===== src/rtl/button_conditioner_if.sv =====
// Button-side signal bundle for button_conditioner: raw button in,
// conditioned strobes and levels out.
interface button_conditioner_if;
  logic btn_in;
  logic pressed;
  logic btn_level;
  logic held;

  modport master (output btn_in, input pressed, input btn_level, input held);
  modport slave  (input btn_in, output pressed, output btn_level, output held);
endinterface


===== src/rtl/button_conditioner.sv =====
// Synchronises and debounces a raw push-button, then emits one strobe per press
// plus optional auto-repeat strobes while the button stays held.
module button_conditioner #(
  parameter int DEBOUNCE_CYCLES = 4,
  parameter int HOLD_CYCLES     = 50,
  parameter int REPEAT_CYCLES   = 20,
  parameter bit REPEAT_EN       = 1'b1
) (
  input  logic                 clk,
  input  logic                 reset,
  button_conditioner_if.slave  bus
);

  localparam int DW = $clog2(DEBOUNCE_CYCLES + 1);
  localparam int HW = (HOLD_CYCLES > 1) ? $clog2(HOLD_CYCLES) : 1;
  localparam int RW = (REPEAT_CYCLES > 1) ? $clog2(REPEAT_CYCLES) : 1;

  localparam logic [DW-1:0] DB_LAST   = DW'(DEBOUNCE_CYCLES - 1);
  localparam logic [DW-1:0] DB_ONE    = DW'(1);
  localparam logic [HW-1:0] HOLD_LAST = HW'(HOLD_CYCLES - 1);
  localparam logic [HW-1:0] HOLD_ONE  = HW'(1);
  localparam logic [RW-1:0] REP_LAST  = RW'(REPEAT_CYCLES - 1);
  localparam logic [RW-1:0] REP_ONE   = RW'(1);

  typedef enum logic [1:0] {
    RELEASED  = 2'd0,
    HOLDING   = 2'd1,
    REPEATING = 2'd2
  } state_t;

  logic          s1_q, s2_q;
  logic          level_q, level_d;
  logic [DW-1:0] db_cnt_q, db_cnt_d;
  logic          rise_accept, fall_accept;

  state_t        state_q, state_d;
  logic [HW-1:0] hold_cnt_q, hold_cnt_d;
  logic [RW-1:0] rep_cnt_q, rep_cnt_d;
  logic          held_q, held_d;
  logic          pressed_q, pressed_d;

  always_ff @(posedge clk) begin
    if (reset) begin
      s1_q <= 1'b0;
      s2_q <= 1'b0;
    end else begin
      s1_q <= bus.btn_in;
      s2_q <= s1_q;
    end
  end

  // A level change is accepted only after DEBOUNCE_CYCLES consecutive differing samples.
  always_comb begin
    level_d     = level_q;
    db_cnt_d    = db_cnt_q;
    rise_accept = 1'b0;
    fall_accept = 1'b0;
    if (s2_q == level_q) begin
      db_cnt_d = '0;
    end else if (db_cnt_q == DB_LAST) begin
      level_d     = s2_q;
      db_cnt_d    = '0;
      rise_accept = s2_q;
      fall_accept = ~s2_q;
    end else begin
      db_cnt_d = db_cnt_q + DB_ONE;
    end
  end

  always_ff @(posedge clk) begin
    if (reset) begin
      level_q  <= 1'b0;
      db_cnt_q <= '0;
    end else begin
      level_q  <= level_d;
      db_cnt_q <= db_cnt_d;
    end
  end

  always_comb begin
    state_d    = state_q;
    hold_cnt_d = hold_cnt_q;
    rep_cnt_d  = rep_cnt_q;
    held_d     = held_q;
    pressed_d  = 1'b0;
    // A release overrides any hold or repeat tick landing in the same cycle.
    if (fall_accept) begin
      state_d    = RELEASED;
      held_d     = 1'b0;
      hold_cnt_d = '0;
      rep_cnt_d  = '0;
    end else begin
      case (state_q)
        RELEASED: begin
          if (rise_accept) begin
            pressed_d  = 1'b1;
            hold_cnt_d = '0;
            state_d    = HOLDING;
          end
        end
        HOLDING: begin
          if (level_q) begin
            if (hold_cnt_q == HOLD_LAST) begin
              held_d    = 1'b1;
              rep_cnt_d = '0;
              pressed_d = REPEAT_EN;
              state_d   = REPEATING;
            end else begin
              hold_cnt_d = hold_cnt_q + HOLD_ONE;
            end
          end
        end
        REPEATING: begin
          if (rep_cnt_q == REP_LAST) begin
            rep_cnt_d = '0;
            pressed_d = REPEAT_EN;
          end else begin
            rep_cnt_d = rep_cnt_q + REP_ONE;
          end
        end
        default: begin
          state_d = RELEASED;
        end
      endcase
    end
  end

  always_ff @(posedge clk) begin
    if (reset) begin
      state_q    <= RELEASED;
      hold_cnt_q <= '0;
      rep_cnt_q  <= '0;
      held_q     <= 1'b0;
      pressed_q  <= 1'b0;
    end else begin
      state_q    <= state_d;
      hold_cnt_q <= hold_cnt_d;
      rep_cnt_q  <= rep_cnt_d;
      held_q     <= held_d;
      pressed_q  <= pressed_d;
    end
  end

  assign bus.pressed   = pressed_q;
  assign bus.btn_level = level_q;
  assign bus.held      = held_q;

endmodule


===== src/flat_wrapper.sv =====
// flat-port wrapper written by rule: the top's interface ports become plain ports
module button_conditioner_flat 
#(
  parameter int DEBOUNCE_CYCLES = 4,
  parameter int HOLD_CYCLES     = 50,
  parameter int REPEAT_CYCLES   = 20,
  parameter bit REPEAT_EN       = 1'b1
)
  (clk, reset, bus_btn_in, bus_pressed, bus_btn_level, bus_held);
  button_conditioner_if bus_i ();
  input  logic clk;
  input  logic reset;
  input wire logic [$bits(bus_i.btn_in)-1:0] bus_btn_in;
  output wire logic [$bits(bus_i.pressed)-1:0] bus_pressed;
  output wire logic [$bits(bus_i.btn_level)-1:0] bus_btn_level;
  output wire logic [$bits(bus_i.held)-1:0] bus_held;
  assign bus_i.btn_in = bus_btn_in;
  assign bus_pressed = bus_i.pressed;
  assign bus_btn_level = bus_i.btn_level;
  assign bus_held = bus_i.held;
  button_conditioner #(.DEBOUNCE_CYCLES(DEBOUNCE_CYCLES), .HOLD_CYCLES(HOLD_CYCLES), .REPEAT_CYCLES(REPEAT_CYCLES), .REPEAT_EN(REPEAT_EN)) u_core (.clk(clk), .reset(reset), .bus(bus_i));
endmodule

===== config.mk =====
export PLATFORM = sky130hd
export DESIGN_NAME = button_conditioner_flat
export DESIGN_NICKNAME = d
export VERILOG_FILES = /design/src/rtl/button_conditioner_if.sv /design/src/rtl/button_conditioner.sv /design/src/flat_wrapper.sv
export SDC_FILE = /design/constraint.sdc
export NUM_CORES = 1
export LEC_CHECK = 0
export CAP_MARGIN = 10
export CORE_MARGIN = 8
export CORE_UTILIZATION = 55
export DETAILED_ROUTE_END_ITERATION = 10
export PLACE_DENSITY = 0.74
export SLEW_MARGIN = 10
export SYNTH_ARGS = -nofsm -noshare
export SYNTH_HDL_FRONTEND = slang
export SYNTH_SLANG_ARGS = --single-unit

===== constraint.sdc =====
create_clock -name clk -period 3.7 [get_ports clk]
set_input_delay 0.555 -clock clk [delete_from_list [all_inputs] [get_ports clk]]
set_output_delay 0.555 -clock clk [all_outputs]
set_load 0.05 [all_outputs]

==> results.ini <==
[cells_and_area]
num_antenna_cells=0
fin_util_pct=63.2
drive_above_1_share_pct=4.41
nNetsFinal=151
syn_to_final_growth_pct=8.31

[setup_path]
crit_family=buffers and inverters
max_stage_delay_ns=0.87
path_buf_inv=1
crit_slowest_cell=clkdlybuf4s50_1
cp_cell_sequence=clkdlybuf4s50_1
cp.arrival_ns=1.68
critPathKind=register to output pin
cp-end-kind=output pin
critPathLaunchType=register
required_ns=3.14
path_max_fanout=10

[logic_synthesis]
synth-edff-count=0
synthesis.nets=144
yosysTopAreaCell=dfxtp_1
synth_cells=130
avgSynthCellArea_um2=8.81
ys_types=42
synth_ff_type=dfxtp_1
yosys_register_bits=21
synthTopCellsByArea=dfxtp_1, ha_1, nand3_1, inv_1, nand2_1
yosysTopAreaCellShare_pct=36.7
ys_seq_area_share_pct=36.7
yosysWarnings=0
netlist_area_um2=1140
postSynth.asyncResetShare_pct=0

[timing]
fin_crit_ns=2.23
hold_violations=0
maxSlewHeadroom_pct=56.8
max_slew.worst_pin.slew_ns=0.646
max_clock_freq_ghz=0.448
tns_ns=0
rsz0062_at_grt=false
finClkSkew_ns=0.00996
finalMaxSlewViolations=0
setup_viol=0
finalCritPeriodShare_pct=60.3

[clock_tree]
ctsHoldBuffers=0
clk_pin_slew_worst_paths_ns=0.11
cts_tree=yes
ctsResizeCount=0
clkSinkCount=21
clock_latency_ns=0.31
htree_levels=1
numCtsBuffers=3
post-cts-setup-buffers=0
clockBufferDepth=2
cts-root-buf=clkbuf_4

[power]
peakVddDrop_uv=284
p_leak_uw=0.000408
powerDensity_nw_per_um2=329

[place]
gp_congestion=0.852
numPortBuffers=5
hpwl_um=1620

[floorplanning]
fp.dieArea_um2=3800
die_w_um=61.6
initial_core_util_pct=58.4
fp.coreArea_um2=1960
io_pins=6
rows=16
die_h_um=61.6

[drt]
routed_via_density=5.90
antenna_left=0
vias=961
routed_wl_um=2190
drt_iter0_markers=36
drc=0
first_pass_iters=4
wl_per_cell_um=13.4

[global_routing]
grt_pass1_wl_um=4020
gr-total-overflow=0
grt_max_degree=13
antenna_found_initial=0
grt_pass1_vias=939
grt_usage_pct=14.1

[worst_hold_path]
hp-class=register to register

[status]
status=complete, no violations

[job]
cap_violations=0

-- cells by family after synthesis --
| group | Yosys count | synth area share [%] |
|---|---|---|
| adders and majority gates | 11 | 12.0 |
| buffers and inverters | 13 | 4.70 |
| and+or+nand+nor | 53 | 27.0 |
| DFF | 21 | 36.7 |
| muxes | 1 | 0.874 |
| AOI/OAI and AO/OA | 30 | 17.9 |
| xor gates and xnor gates | 1 | 0.765 |
-- cells in the final DEF, fill, tap and decap left out, drive strengths merged, types with 4 or more instances in the layout --
cell	netlist	final
o22ai	4	4
nand3	10	10
clkdlybuf4s50	0	5
inv	10	10
nand3b	4	4
nor2	6	6
ha	11	11
o21ai	7	7
nor2b	4	4
or3	4	4
nand2	9	9
a21oi	4	4
dfxtp	21	21
-- area by class of cell --
cell class	instances	area, µm²
clock buffer	3	22.5
clock inverter	1	5.00
fill	194	722
inverter	10	37.5
multi-input combinational	96	671
sequential	21	420
tap	27	33.8
timing repair buffer	5	50.0
-- sequential cells by signal (all words and copies together) (netlist names) --
name                  flops
u_core.bus.btn_level      1
u_core.bus.pressed        1
u_core.state_q            2
u_core.bus.held           1
u_core.hold_cnt_q         6
u_core.db_cnt_q           3
u_core.s2_q               1
u_core.rep_cnt_q          5
u_core.s1_q               1
-- Yosys cell counts, types with 2 or more instances --
master	count
dfxtp_1	21
ha_1	11
inv_1	10
nand3_1	10
nand2_1	9
nor2_1	6
o21ai_0	5
a21oi_1	4
nand3b_1	4
nor2b_1	4
or3_1	4
nand4b_1	3
o22ai_1	3
o32ai_1	3
a21boi_1	2
a31oi_1	2
nand4_1	2
o211ai_1	2
o21ai_1	2
-- power breakdown --
part	switching [µW]	internal (µW)	leakage (µW)
clock	70.1	40.4	0.0000177
combinational	36.9	25.4	0.000221
sequential	5.17	230	0.000170
-- per-layer routing --
layer	up-vias	global-route usage [%]	part of all wire [%]
met1	442	16.6	48
met3	7	4.18	4.2
met5	-	0	0
li1	494	-	-
met4	0	7.47	2.1
met2	18	22.5	46
-- final timing paths --
kind / startpoint / end / slack, ns / cells past startpoint
setup / recovery: u_core.bus.btn_level$_SDFFE_PP0P_ / bus_btn_level / 1.47 / 1
hold / removal: u_core.db_cnt_q[0]$_SDFF_PP0_ / u_core.db_cnt_q[0]$_SDFF_PP0_ / 0.43 / 1
setup reg to reg: u_core.state_q[1]$_SDFFE_PP0P_ / u_core.hold_cnt_q[3]$_SDFFE_PP0P_ / 1.67 / 6
hold reg to reg: u_core.db_cnt_q[0]$_SDFF_PP0_ / u_core.db_cnt_q[0]$_SDFF_PP0_ / 0.43 / 1
-- per-stage QoR --
step	hold slack, ns	power [µW]	setup slack, ns	instance area [µm²]	std cells
global route	0.451	437	1.36	1240	163
detailed placement	0.411	302	1.57	1210	159
global placement	0.408	299	1.61	1210	159
CTS	0.428	410	1.46	1240	163
floorplan	0.399	289	1.83	1140	130
finish	0.426	408	1.47	1240	163
Power figures use the tool's default switching activity.
==> RTL change 1: new RTL, same flow settings <==
Make the reset (`reset`) asynchronous in 3 clocked blocks.
--- a/src/rtl/button_conditioner.sv
+++ b/src/rtl/button_conditioner.sv
@@ -40,5 +40,5 @@
   logic          pressed_q, pressed_d;
 
-  always_ff @(posedge clk) begin
+  always_ff @(posedge clk or posedge reset) begin
     if (reset) begin
       s1_q <= 1'b0;
@@ -68,5 +68,5 @@
   end
 
-  always_ff @(posedge clk) begin
+  always_ff @(posedge clk or posedge reset) begin
     if (reset) begin
       level_q  <= 1'b0;
@@ -126,5 +126,5 @@
   end
 
-  always_ff @(posedge clk) begin
+  always_ff @(posedge clk or posedge reset) begin
     if (reset) begin
       state_q    <= RELEASED;
Check against the original RTL: differs if reset is asserted again (counterexample within 10 cycles, from zero or initial values and one cycle with reset high); with reset held inactive, the same outputs for 10 cycles.
==> RTL change 1 against the unedited design <==
  * Register-to-register slack better by 230 ps
  * Count of clock-buffer cells in the layout rose by 1
  * First-iteration DRC count is 2.8% higher
  * Worst setup slack worse by 68 ps
  * Non-clock buffer count stayed put
  * Worst hold slack worse by 66 ps
  * Sequential cell count stayed put
  * Area after synthesis grew 4.5%
  * Cell area is 4.0% higher
  * Wire length is 1.9% higher
  * Final cell count decreased by 10%
Power is not compared: it rests on default switching activity, and its combinational part moved more than twofold at a synthesized area within 25%.
==> RTL change 1: results (changes against the unedited design) <==
vias in the first global route: 916 (was 939)
CTS resizes: 0 (unchanged)
initial antenna violation count: 0 (unchanged)
Clock Skews: 2.50 ps (was 9.96 ps)
Worst-Margin Slew: 790 ps (was 646 ps)
worst vdd ir: 0.332 mV
met2 WL: 1.06 mm (was 1.00 mm)
Placement Cell Area: 1260 um^2 (was 1210 um^2)
ANT cells: 0 (unchanged)
DRT iter0 DRCs: 37 (was 36)
Fill cells: 194 (unchanged)
CP peak stage delay: 880 ps
I/O Buffers: 5 (unchanged)
cts bufs inserted: 3 (unchanged)
CP top delay family: buffers and inverters (unchanged)
CTS root buffer: clkbuf_4 (unchanged)
Yosys warning count: 0 (unchanged)
worst hold path class: register to register (unchanged)
Post-synth top cells: 21 x dfrtp_1, 10 x inv_1, 8 x ha_1 (was 21 x dfxtp_1, 11 x ha_1, 10 x inv_1, 10 x nand3_1, 9 x nand2_1)
Met3 Wirelength: 51 um (was 91 um)
final net count: 130 (was 151)
ys flop type: dfrtp_1 (was dfxtp_1)
clk slew on worst S/H paths: 110 ps (about the same)
outcome: finished clean (unchanged)
number of H-tree levels: 1 (unchanged)
layout cells sized above 1: 14.4% (was 4.41%)
post-DP HPWL: 1.63 mm (was 1.62 mm)
Initial DRT Pass Iterations: 5 (was 4)
Wirelength per Cell: 15.3 um (was 13.4 um)
Total Routing Usage GR: 12.0% (was 14.1%)
Longest Clk Path Bufs: 2 (unchanged)
syn_nets: 123 (was 144)
Sw Pwr: 0.264 mW
max-cap viol count: 0 (unchanged)
M1 wire length: 1.09 mm (was 1.04 mm)
Largest regs: u_core.hold_cnt_q: 6 flops, u_core.rep_cnt_q: 5 flops, u_core.db_cnt_q: 3 flops (unchanged)
Setup Fix Bufs, Post-CTS: 0 (unchanged)
Clk Latency, worst-skew pair: 300 ps
Seq/Total Area, Yosys: 43.9% (was 36.7%)
CP Max Fanout: 11 (was 10)
crit path DAT: 1740 ps (was 1680 ps)
asr flop ratio synth: 100% (was 0%)
GP Congestion: 0.816 (was 0.852)
top post-synthesis cells by area: dfrtp_1 44%, ha_1 8.4%, inv_1 3.1%, o211ai_1 3.1%, a21oi_1 2.1% (was dfxtp_1 37%, ha_1 12%, nand3_1 4.4%, inv_1 3.3%, nand2_1 3.0%)
first-pass GRT wire length: 3.98 mm (was 4.02 mm)
largest net degree at the start of global routing: 22 (was 13)
Synth cell types: 41 (was 42)
Vias: 881 (was 961)
EDFF count, synth: 0 (unchanged)
==> RTL change 1: final cells by class <==
type	instances	area [um^2]	area share [%]
sequential	21	526	40.7
tap	28	35.0	2.72
multi-input combinational	78	616	47.7
timing repair buffer	5	50.0	3.88
inverter	10	37.5	2.91
clock buffer	4	26.3	2.04
==> RTL change 1: kinds of logic (layout without fill, tap and decap cells) <==
group | count (synthesis) | count (layout) | share of synthesized area, %
AOI/OAI and AO/OA | 33 | 33 | 20.9
xor gates and xnor gates | 1 | 1 | 0.732
adders and majority gates | 8 | 8 | 8.37
buffers and inverters | 13 | 19 | 4.60
DFF | 21 | 21 | 43.9
muxes | 2 | 2 | 1.78
and+or+nand+nor | 34 | 34 | 19.7
==> RTL change 1: per-layer routing <==
metal	vias to the layer above	global-route usage (%)
met5	-	0
met4	0	5.13
met2	16	20.1
li1	439	-
met3	2	2.15
met1	424	14.8
==> RTL change 1: through the flow <==
stage / setup slack, ps / instances / total power, mW / hold slack, ps / util [%]
2_1_floorplan: 1960 / 112 / 0.510 / 331 / -
3_3_place_gp: 1770 / 142 / 0.561 / 333 / 59.4
3_5_place_dp: 1740 / 142 / 0.571 / 336 / 59.4
4_1_cts: 1380 / 146 / 0.684 / 363 / 60.6
5_1_grt: 1330 / 146 / 0.729 / 374 / 60.6
6_report: 1400 / 146 / 0.679 / 360 / 60.6
==> RTL change 1: final timing paths <==
path | endpoint | depth (start not counted) | slack (ps) | startpoint
max in group asynchronous | u_core.bus.pressed$_DFF_PP0_ | 2 | 2520 | reset
setup / recovery | bus_btn_level | 1 | 1400 | u_core.bus.btn_level$_DFFE_PP0P_
hold reg to reg | u_core.s2_q$_DFF_PP0_ | 0 | 360 | u_core.s1_q$_DFF_PP0_
setup reg to reg | u_core.rep_cnt_q[3]$_DFFE_PP0P_ | 5 | 1900 | u_core.db_cnt_q[0]$_DFF_PP0_
hold / removal | u_core.s2_q$_DFF_PP0_ | 0 | 360 | u_core.s1_q$_DFF_PP0_
min in group asynchronous | u_core.s1_q$_DFF_PP0_ | 2 | 690 | reset
==> RTL change 1: power by group through the flow <==
stage	registers [mW]	logic [mW]	clock network, mW
floorplan	0.313	0.197	0
global placement	0.310	0.251	0
detailed placement	0.315	0.256	0
CTS	0.311	0.258	0.115
global route	0.318	0.289	0.123
finish	0.311	0.258	0.110
==> RTL change 2: new RTL, same settings <==
Made on the original files. `HOLD_CYCLES` is set to 50 in 2 places; all go to 100.
--- a/src/rtl/button_conditioner.sv
+++ b/src/rtl/button_conditioner.sv
@@ -3,5 +3,5 @@
 module button_conditioner #(
   parameter int DEBOUNCE_CYCLES = 4,
-  parameter int HOLD_CYCLES     = 50,
+  parameter int HOLD_CYCLES     = 100,
   parameter int REPEAT_CYCLES   = 20,
   parameter bit REPEAT_EN       = 1'b1
--- a/src/flat_wrapper.sv
+++ b/src/flat_wrapper.sv
@@ -3,5 +3,5 @@
 #(
   parameter int DEBOUNCE_CYCLES = 4,
-  parameter int HOLD_CYCLES     = 50,
+  parameter int HOLD_CYCLES     = 100,
   parameter int REPEAT_CYCLES   = 20,
   parameter bit REPEAT_EN       = 1'b1
Check against the original RTL: no difference found for any inputs over 10 cycles, from zero or initial values and one cycle with reset high; that may be too few to reach the edited logic, so the function may still have changed.
==> RTL change 2 against the unedited design <==
  * Sequential cell count grew 1
  * Cell area is 5.1% higher
  * Worst setup slack gained 1.5 ps
  * Total power grew 2.9%
  * Final cell count up 7.4%
  * Wire length rose by 10%
  * Area after synthesis up 8.2%
  * Critical path type unchanged
  * Largest power group unchanged
==> RTL change 2: results (changes against the unedited design) <==
outcome: finished clean (unchanged)
CP peak stage delay: 870 ps (about the same)
Place WS: 1510 ps (was 1570 ps)
Yosys warning count: 0 (unchanged)
Worst-Margin Slew: 846 ps (was 646 ps)
Synth Area in Compound Gates: 18.7% (was 17.9%)
clk slew on worst S/H paths: 120 ps
CP top delay family: buffers and inverters (unchanged)
Vias: 1,053 (was 961)
cts bufs inserted: 3 (unchanged)
initial antenna violation count: 0 (unchanged)
Setup Fix Bufs, Post-CTS: 0 (unchanged)
Clk Latency, worst-skew pair: 300 ps
worst vdd ir: 0.185 mV (was 0.284 mV)
largest net degree at the start of global routing: 15 (was 13)
top post-synthesis cells by area: dfxtp_1 36%, ha_1 10%, nand2_1 4.5%, nand3_1 4.0%, inv_1 3.3% (was dfxtp_1 37%, ha_1 12%, nand3_1 4.4%, inv_1 3.3%, nand2_1 3.0%)
Lkg Pwr: 0.461 nW (was 0.408 nW)
vias in the first global route: 985 (was 939)
final net count: 162 (was 151)
I/O Buffers: 5 (unchanged)
GP Congestion: 0.836 (was 0.852)
crit path DAT: 1680 ps (about the same)
Total Routing Usage GR: 12.1% (was 14.1%)
CTS resizes: 0 (unchanged)
Seq/Total Area, Yosys: 35.6% (was 36.7%)
XOR/XNOR Fraction of Synth Area: 0.707% (was 0.765%)
ANT cells: 0 (unchanged)
first-pass GRT wire length: 4.12 mm (was 4.02 mm)
Worst path slowest cell: clkdlybuf4s50_1 (unchanged)
Synth cell types: 42 (unchanged)
Wirelength per Cell: 13.8 um (was 13.4 um)
switch share: 27.9% (was 27.5%)
Fill cells: 213 (was 194)
number of H-tree levels: 1 (unchanged)
worst hold path class: register to register (unchanged)
DRT iter0 DRCs: 47 (was 36)
Post-synth top cells: 22 x dfxtp_1, 15 x nand2_1, 11 x inv_1 (was 21 x dfxtp_1, 11 x ha_1, 10 x inv_1, 10 x nand3_1, 9 x nand2_1)
Clock Skews: 3.83 ps (was 9.96 ps)
Initial DRT Pass Iterations: 4 (unchanged)
asr flop ratio synth: 0% (unchanged)
Reg with most FFs: u_core.hold_cnt_q (unchanged)
logic gate share of total power: 16.0% (was 15.3%)
CTS root buffer: clkbuf_4 (unchanged)
CP Max Fanout: 10 (unchanged)
Synth Area in Adders: 10.1% (was 12.0%)
post-DP HPWL: 1.75 mm (was 1.62 mm)
Longest Clk Path Bufs: 2 (unchanged)
layout cells sized above 1: 6.80% (was 4.41%)
Largest regs: u_core.hold_cnt_q: 7 flops, u_core.rep_cnt_q: 5 flops, u_core.db_cnt_q: 3 flops (was u_core.hold_cnt_q: 6 flops, u_core.rep_cnt_q: 5 flops, u_core.db_cnt_q: 3 flops)
post-synthesis mux area share: 0.808% (was 0.874%)
[RTL change 2: changes by cell type after synthesis, sizes merged, moves of 3 or more]
cell	change
o32ai	-3
nand2	+6
nor2	+4
nand3b	-3
nand4	+3
and2	+3
and3	+3
[RTL change 2: layout make-up]
| cell class | instances | area share, % |
|---|---|---|
| clock buffers | 3 | 1.73 |
| inverters | 11 | 3.17 |
| multi-input cells | 106 | 54.8 |
| flip-flops and latches | 22 | 33.8 |
| well taps | 28 | 2.69 |
| repair buffers | 5 | 3.84 |
[RTL change 2: power groups by stage]
stage / clock [mW] / sequential [mW] / combinational (mW)
3_3_place_gp: 0 / 0.251 / 0.0635
4_1_cts: 0.113 / 0.246 / 0.0671
3_5_place_dp: 0 / 0.251 / 0.0665
6_report: 0.107 / 0.246 / 0.0672
2_1_floorplan: 0 / 0.250 / 0.0574
5_1_grt: 0.119 / 0.247 / 0.0770
[RTL change 2: metrics by stage]
step | util (%) | std cells | hold slack (ps) | instance area [um^2]
final | 60.1 | 175 | 434 | 1300
after detailed placement | 59.1 | 172 | 417 | 1280
after CTS | 60.1 | 175 | 435 | 1300
after global placement | 59.1 | 172 | 419 | 1280
after global routing | 60.1 | 175 | 452 | 1300
after floorplan | - | 143 | 399 | 1240
[RTL change 2: logic make-up after synthesis]
logic type | count (synthesis)
xor gates and xnor gates | 1
buffers and inverters | 15
adders and majority gates | 10
DFF | 22
muxes | 1
and+or+nand+nor | 62
AOI/OAI and AO/OA | 32
[RTL change 2: final timing paths]
path / endpoint / from / cells after the start / slack (ps)
worst max-delay path: bus_btn_level / u_core.bus.btn_level$_SDFFE_PP0P_ / 1 / 1470
worst min-delay path: u_core.db_cnt_q[0]$_SDFF_PP0_ / u_core.db_cnt_q[0]$_SDFF_PP0_ / 1 / 430
worst max register to register: u_core.hold_cnt_q[2]$_SDFFE_PP0P_ / u_core.db_cnt_q[0]$_SDFF_PP0_ / 6 / 1650
worst min register to register: u_core.db_cnt_q[0]$_SDFF_PP0_ / u_core.db_cnt_q[0]$_SDFF_PP0_ / 1 / 430
[RTL change 2: metal layers]
metal  vias to the layer above  global-route usage [%]  share of wire, %
met4                         0                    5.29              0.70
met1                       507                    13.8                46
met2                        17                    21.2                50
met5                         -                       0                 0
li1                        527                       -                 -
met3                         2                    2.65               3.6
